### src/rtl/pipe_ctrl_unit.sv
// Pipelined control unit: ID decode, ID/EX -> EX/MEM -> MEM/WB control registers,
// load-use interlock, branch/jump resolution and a RUN/HALTED/ERROR state machine.
module pipe_ctrl_unit #(
  parameter int REG_AW         = 4,
  parameter int CNT_W          = 16,
  parameter int LOAD_USE_STALL = 1
) (
  input  logic              clk,
  input  logic              reset,
  input  logic [3:0]        opcode,
  input  logic [3:0]        function_code,
  input  logic [REG_AW-1:0] id_rs,
  input  logic [REG_AW-1:0] id_rt,
  input  logic [REG_AW-1:0] id_rd,
  input  logic [1:0]        branch_result,
  input  logic              overflow_flag,
  input  logic              resume,
  output logic              pc_op,
  output logic              b_jmp,
  output logic              if_flush,
  output logic              id_flush,
  output logic              stall,
  output logic              ex_flush,
  output logic              halt,
  output logic              overflow_error_warning,
  output logic [1:0]        ex_alu_op,
  output logic              ex_alu_src_a,
  output logic              ex_alu_src_b,
  output logic              ex_r0_select,
  output logic              mem_byte_en,
  output logic              mem_write,
  output logic              wb_mux_c,
  output logic [1:0]        wb_reg_write,
  output logic [CNT_W-1:0]  stall_count
);

  localparam logic [3:0] OP_HALT  = 4'b0000;
  localparam logic [3:0] OP_ANDI  = 4'b0001;
  localparam logic [3:0] OP_ORI   = 4'b0010;
  localparam logic [3:0] OP_BGT   = 4'b0100;
  localparam logic [3:0] OP_BLT   = 4'b0101;
  localparam logic [3:0] OP_BEQ   = 4'b0110;
  localparam logic [3:0] OP_JMP   = 4'b0111;
  localparam logic [3:0] OP_LBU   = 4'b1010;
  localparam logic [3:0] OP_SB    = 4'b1011;
  localparam logic [3:0] OP_LW    = 4'b1100;
  localparam logic [3:0] OP_SW    = 4'b1101;
  localparam logic [3:0] OP_ATYPE = 4'b1111;

  typedef enum logic [1:0] {ST_RUN = 2'd0, ST_HALTED = 2'd1, ST_ERROR = 2'd2} state_t;

  typedef struct packed {
    logic [1:0]        alu_op;
    logic              alu_src_a;
    logic              alu_src_b;
    logic              r0_select;
    logic              byte_en;
    logic              mem_write;
    logic              mux_c;
    logic [1:0]        reg_write;
    logic              is_load;
    logic [REG_AW-1:0] rd;
  } id_ex_t;

  // Later stages only keep the fields they still need.
  typedef struct packed {
    logic       byte_en;
    logic       mem_write;
    logic       mux_c;
    logic [1:0] reg_write;
  } ex_mem_t;

  typedef struct packed {
    logic       mux_c;
    logic [1:0] reg_write;
  } mem_wb_t;

  state_t           state_reg, state_next;
  id_ex_t           decoded, id_ex_reg;
  ex_mem_t          ex_mem_reg;
  mem_wb_t          mem_wb_reg;
  logic             halt_reg, warn_reg, ex_flush_reg;
  logic [CNT_W-1:0] count_reg;
  logic             bubble, count_en, hazard, branch_taken;

  always_comb begin
    decoded    = '0;
    decoded.rd = id_rd;
    case (opcode)
      OP_ATYPE: begin
        decoded.alu_op = 2'b01;
        decoded.mux_c  = 1'b1;
        if (function_code == 4'b1000 || function_code == 4'b0100)
          decoded.reg_write = 2'b11;
        else if (function_code == 4'b0001 || function_code == 4'b0010)
          decoded.reg_write = 2'b10;
      end
      OP_ANDI, OP_ORI: begin
        decoded.alu_op    = (opcode == OP_ORI) ? 2'b10 : 2'b00;
        decoded.alu_src_b = 1'b1;
        decoded.reg_write = 2'b10;
        decoded.mux_c     = 1'b1;
      end
      OP_LBU, OP_LW: begin
        decoded.alu_op    = 2'b11;
        decoded.alu_src_a = 1'b1;
        decoded.reg_write = 2'b10;
        decoded.is_load   = 1'b1;
        decoded.byte_en   = (opcode == OP_LBU);
      end
      OP_SB, OP_SW: begin
        decoded.alu_op    = 2'b11;
        decoded.alu_src_a = 1'b1;
        decoded.mem_write = 1'b1;
        decoded.byte_en   = (opcode == OP_SB);
      end
      OP_BLT, OP_BGT, OP_BEQ: decoded.r0_select = 1'b1;
      default: ;
    endcase
  end

  assign hazard = (LOAD_USE_STALL != 0) && id_ex_reg.is_load &&
                  ((id_ex_reg.rd == id_rs) || (id_ex_reg.rd == id_rt));

  assign branch_taken = ((opcode == OP_BLT) && (branch_result == 2'b11)) ||
                        ((opcode == OP_BGT) && (branch_result == 2'b10)) ||
                        ((opcode == OP_BEQ) && (branch_result == 2'b01));

  // Decision order: overflow, halt opcode, load-use, branch/jump.
  always_comb begin
    state_next = state_reg;
    pc_op      = 1'b0;
    b_jmp      = 1'b0;
    if_flush   = 1'b0;
    id_flush   = 1'b0;
    stall      = 1'b0;
    bubble     = 1'b0;
    count_en   = 1'b0;
    if (reset) begin
      case (state_reg)
        ST_RUN: begin
          if (overflow_flag) begin
            state_next = ST_ERROR;
            if_flush   = 1'b1;
            id_flush   = 1'b1;
            bubble     = 1'b1;
          end else if (opcode == OP_HALT) begin
            state_next = ST_HALTED;
            if_flush   = 1'b1;
            id_flush   = 1'b1;
            bubble     = 1'b1;
          end else if (hazard) begin
            stall    = 1'b1;
            bubble   = 1'b1;
            count_en = 1'b1;
          end else if (branch_taken) begin
            pc_op    = 1'b1;
            b_jmp    = 1'b1;
            if_flush = 1'b1;
            id_flush = 1'b1;
            bubble   = 1'b1;
          end else if (opcode == OP_JMP) begin
            pc_op    = 1'b1;
            if_flush = 1'b1;
            id_flush = 1'b1;
          end
        end
        ST_HALTED: begin
          if_flush = 1'b1;
          id_flush = 1'b1;
          bubble   = 1'b1;
          if (overflow_flag)
            state_next = ST_ERROR;
          else if (resume)
            state_next = ST_RUN;
        end
        default: begin
          state_next = ST_ERROR;
          if_flush   = 1'b1;
          id_flush   = 1'b1;
          bubble     = 1'b1;
        end
      endcase
    end
  end

  always_ff @(posedge clk) begin
    if (!reset) begin
      state_reg    <= ST_RUN;
      id_ex_reg    <= '0;
      ex_mem_reg   <= '0;
      mem_wb_reg   <= '0;
      halt_reg     <= 1'b0;
      warn_reg     <= 1'b0;
      ex_flush_reg <= 1'b0;
      count_reg    <= '0;
    end else begin
      state_reg    <= state_next;
      halt_reg     <= (state_next != ST_RUN);
      warn_reg     <= (state_next == ST_ERROR);
      ex_flush_reg <= (state_next == ST_ERROR);
      if (state_next == ST_ERROR) begin
        id_ex_reg  <= '0;
        ex_mem_reg <= '0;
        mem_wb_reg <= '0;
      end else begin
        id_ex_reg  <= bubble ? '0 : decoded;
        ex_mem_reg <= {id_ex_reg.byte_en, id_ex_reg.mem_write, id_ex_reg.mux_c, id_ex_reg.reg_write};
        mem_wb_reg <= {ex_mem_reg.mux_c, ex_mem_reg.reg_write};
      end
      if (count_en && (count_reg != {CNT_W{1'b1}}))
        count_reg <= count_reg + {{(CNT_W-1){1'b0}}, 1'b1};
    end
  end

  assign ex_flush               = ex_flush_reg;
  assign halt                   = halt_reg;
  assign overflow_error_warning = warn_reg;
  assign ex_alu_op              = id_ex_reg.alu_op;
  assign ex_alu_src_a           = id_ex_reg.alu_src_a;
  assign ex_alu_src_b           = id_ex_reg.alu_src_b;
  assign ex_r0_select           = id_ex_reg.r0_select;
  assign mem_byte_en            = ex_mem_reg.byte_en;
  assign mem_write              = ex_mem_reg.mem_write;
  assign wb_mux_c               = mem_wb_reg.mux_c;
  assign wb_reg_write           = mem_wb_reg.reg_write;
  assign stall_count            = count_reg;

endmodule

### config.mk
export PLATFORM = sky130hd
export DESIGN_NAME = pipe_ctrl_unit
export DESIGN_NICKNAME = d
export VERILOG_FILES = /design/src/rtl/pipe_ctrl_unit.sv
export SDC_FILE = /design/constraint.sdc
export NUM_CORES = 1
export LEC_CHECK = 0
export ABC_CLOCK_PERIOD_IN_PS = 2500
export BUFFER_PORTS_ARGS = -buffer_cell sky130_fd_sc_hd__buf_2
export CAP_MARGIN = 25
export CORE_ASPECT_RATIO = 0.75
export CORE_UTILIZATION = 45
export DETAILED_ROUTE_END_ITERATION = 10
export GPL_TIMING_DRIVEN = 0
export PLACE_DENSITY_LB_ADDON = 0.15
export SYNTH_ARGS = -nofsm -noshare
export SYNTH_HDL_FRONTEND = slang
export SYNTH_SLANG_ARGS = --single-unit
### constraint.sdc
create_clock -name clk -period 2.5 [get_ports clk]
set_input_delay 0.5 -clock clk [delete_from_list [all_inputs] [get_ports clk]]
set_output_delay 0.5 -clock clk [all_outputs]
set_load 0.005 [all_outputs]
==> metrics.md <==
| Metric | Value |
|---|---|
| Final period utilization | 96.2% |
| Critical path class | in2out |
| Worst Hold Endpoint | id_ex_reg[1] |
| Syn Inst Count | 223 |
| Unrepaired setup endpoints after global routing | false |
| Hold Vio Cnt, Final | 0 |
| DIE WIDTH | 78.1 microns |
| Worst relative slew slack | 63.7% |
| Largest net degree at the start of global routing | 14 |
| PortBufs | 57 |
| Seq/Total Area, Yosys | 44.0% |
| Clock-pin slew on the worst setup and hold paths | 80 ps |
| Vias in the first global route | 1465 |
| Bufs and invs on worst path | 4 |
| Clock Power Share | 34.2% |
| Worst min path class | in2reg |
| Final Net Count | 315 |
| Ports | 60 |
| Worst EP required | 2000 ps |
| Final setup TNS | 0 ps |
| # fillers | 399 |
| R2R Setup Slk | 300 ps |
| Endpoints failing setup | 0 |
| TritonRoute pass-1 iters | 4 |
| GPL Wtd Cong | 0.849 |
| Simple-gate share of the synthesized area | 29.3% |
| Yosys synthesis warning count | 0 |
| Compound-gate portion of the synthesized area | 12.7% |
| Post-Synth XOR/XNOR Area | 7.17% |
| Main combinational cell family by area after synthesis | simple AND/OR/NAND/NOR gates |
| Most frequent CP cell | buf_2 |
| CP endpoint kind | primary output |
| Max reg flops | 16 |
| Wire per inst | 12.1 microns |
| Cell variety after synth | 41 |
| RR Startpoint | stall_count[0] |
| Crit path DAT | 1910 ps |
| Starting density of the core | 47.6% |
| Fin util | 58.5% |
| Layout cells sized above 1 | 27.7% |
| Slew @ Worst Pin | 540 ps |
| Post-DP HPWL | 3080 microns |
| Syn Std Cell Area | 0.00195 sq mm |
| Remaining antenna violation count | 0 |
| Post-Syn Nets | 250 |
| Clock buffer depth | 2 |
| Die area | 0.00461 sq mm |
| Drt total wl | 4180 microns |
| Startpoint types | input pin |
| Total core area | 0.00410 sq mm |
| Multiplexer area fraction after synthesis | 1.02% |
| Antenna violations before repair | 0 |
| Number of synthesized register bits | 43 |
| Layout area overhead | 22.9% |
| Post-synth ARST share | 0% |
| N_diodes | 0 |
| Top_reg_cell synth | dfxtp_1 |
| Critical path's slowest cell | clkbuf_1 |
| First-pass GRT wire length | 6820 microns |
| Top cells by count, synth | dfxtp_1 (43), nor2_1 (24), and3_1 (15), nand2_1 (14), a21oi_1 (12) |
| Sequential power share | 55.8% |
| Highest net fanout along the worst path | 10 |
| Hold path depth | 3 |
| Fin crit period | 2410 ps |
| Switch Pwr | 308 uW |
| MaxCap Viol Count | 0 |
| Remaining DRCs | 0 |
| Share of the synthesized area in the top cell type | 44.0% |
| Ranking of synthesized cells by area | dfxtp_1 (44%), and3_1 (4.8%), nor2_1 (4.6%) |
| Power Internal | 944 uW |
| Die Ht | 59.1 microns |
| Switching share of power | 24.6% |
| Most common cell in the synthesized netlist | dfxtp_1 |
| CP max stage delay | 360 ps |
| Worst skew pair latency | 300 ps |
| Total GRT Usage | 19.5% |
| Row cnt | 20 |
| GRT overflow | 0 |
| CTS tree | done |
| Run status | complete, no violations |
| HP Start | id_rd[1] |
| H-tree depth | 2 |
| Syn_area_per_cell | 8.76 sq um |
| CTS root buf | clkbuf_8 |
| CP delay by family, top | buffers and inverters |
| Crit path cell chain | buf_2 > clkbuf_1 > o21ai_0 > a21oi_1 > nand2_1 > a31oi_1 > buf_4 > buf_2 |
| Logic pwr share | 10.0% |
| Vias per cell | 5.17 |
| Critical R2R Capture | stall_count[1] |
| Adder-cell share of the synthesized area | 0.640% |
| Fin Clk Skew | 9.92 ps |
| Clk sink count | 43 |
| FF+latch area | 861 sq um |
| Power per standard cell area | 521 mW/mm^2 |
| VDD IR max | 0.280 mV |
| Area of the multi-input gates | 992 sq um |
| Max Fclk | 416 MHz |
| Post-synth EDFFs | 0 |
| CTS Buf Count | 5 |
| Worst r2r path cells | 7 |
| Pins Over Slew Limit | 0 |
| Initial DRC count | 112 |
| Via count | 1780 |
| Pleak | 0.00111 uW |
| Leading area contributor after synthesis | dfxtp_1 |
[tightest hold or removal path: stages]
cell	delay (ps)
buf_2	90
inv_1	40
nor2_1	30
[stage by stage]
stage / instance area [sq um] / instances / hold WS [ps] / setup WS, ps / total power, uW
final: 2400 / 344 / 412 / 94.4 / 1250
after detailed placement: 2310 / 335 / 447 / -174 / 839
after global routing: 2400 / 344 / 421 / 10.8 / 1310
after CTS: 2400 / 344 / 400 / 2.59 / 1270
after floorplan: 1950 / 223 / 437 / 240 / 790
after global placement: 2310 / 335 / 438 / -184 / 836
[kinds of logic (layout without fill, tap and decap cells)]
kind of cell,count (synthesis),after routing
simple gates,103,103
buf+inv,22,88
flops,43,43
xor+xnor,16,16
compound gates,36,36
fa+ha+maj,1,1
mux,2,2
[layout make-up]
type | instances | share of cell area [%]
Buffer | 13 | 2.86
Clock buffer | 6 | 3.02
Clock inverter | 2 | 0.521
Inverter | 9 | 1.41
Multi-Input combinational cell | 158 | 41.3
Sequential cell | 43 | 35.8
Tap cell | 55 | 2.86
Timing Repair Buffer | 58 | 12.2
[power groups by stage]
stage	clock network (uW)	registers (uW)	logic, uW
after floorplan	0	715	75.5
after global placement	0	715	122
after detailed placement	0	715	124
after CTS	442	699	126
after global routing	473	700	141
final	428	699	125
[layout by cell type (no fill, tap or decap), drive strengths merged]
cell type / count
nand2b: 1
nand3: 11
nand2: 15
buf: 65
mux2i: 2
a21oi: 12
o31ai: 5
and2: 2
o311a: 1
a31oi: 1
nor3: 9
or4: 5
nor4: 2
a21o: 1
nand4: 5
ha: 1
inv: 8
a311oi: 1
clkinvlp: 1
o21ai: 11
clkbuf: 12
or3b: 2
or3: 3
nand4b: 1
nor3b: 1
xnor2: 6
xor2: 10
and4: 3
o41ai: 1
nor2b: 3
clkinv: 2
dfxtp: 43
a41oi: 1
nor2: 24
or2: 1
and3: 15
a211oi: 2
[repair_timing]
item | CTS | global route
hold buffers | 0 | 0
setup endpoints to repair | 3 | 2
endpoints found under the hold margin | 0 | 0
pin swaps | 1 | 0
setup buffers | 1 | 0
gates resized for setup | 0 | 2
[worst max path at each step]
stage	slack, ps	endpoint	startpoint	cells past startpoint
finish	90	if_flush	opcode[0]	8
global placement	-180	if_flush	id_rs[2]	8
global route	10	if_flush	opcode[1]	10
floorplan	240	if_flush	id_rs[2]	6
detailed placement	-170	if_flush	id_rs[2]	8
CTS	3	if_flush	opcode[1]	10
[per-layer routing]
layer	track usage [%]	vias up	routed length, microns
li1	-	920	-
met5	0	-	0
met2	26.6	53	1670
met1	28.4	800	2190
met3	5.85	7	259
met4	7.67	0	55
Note: power is estimated with default switching activity, not from simulation.
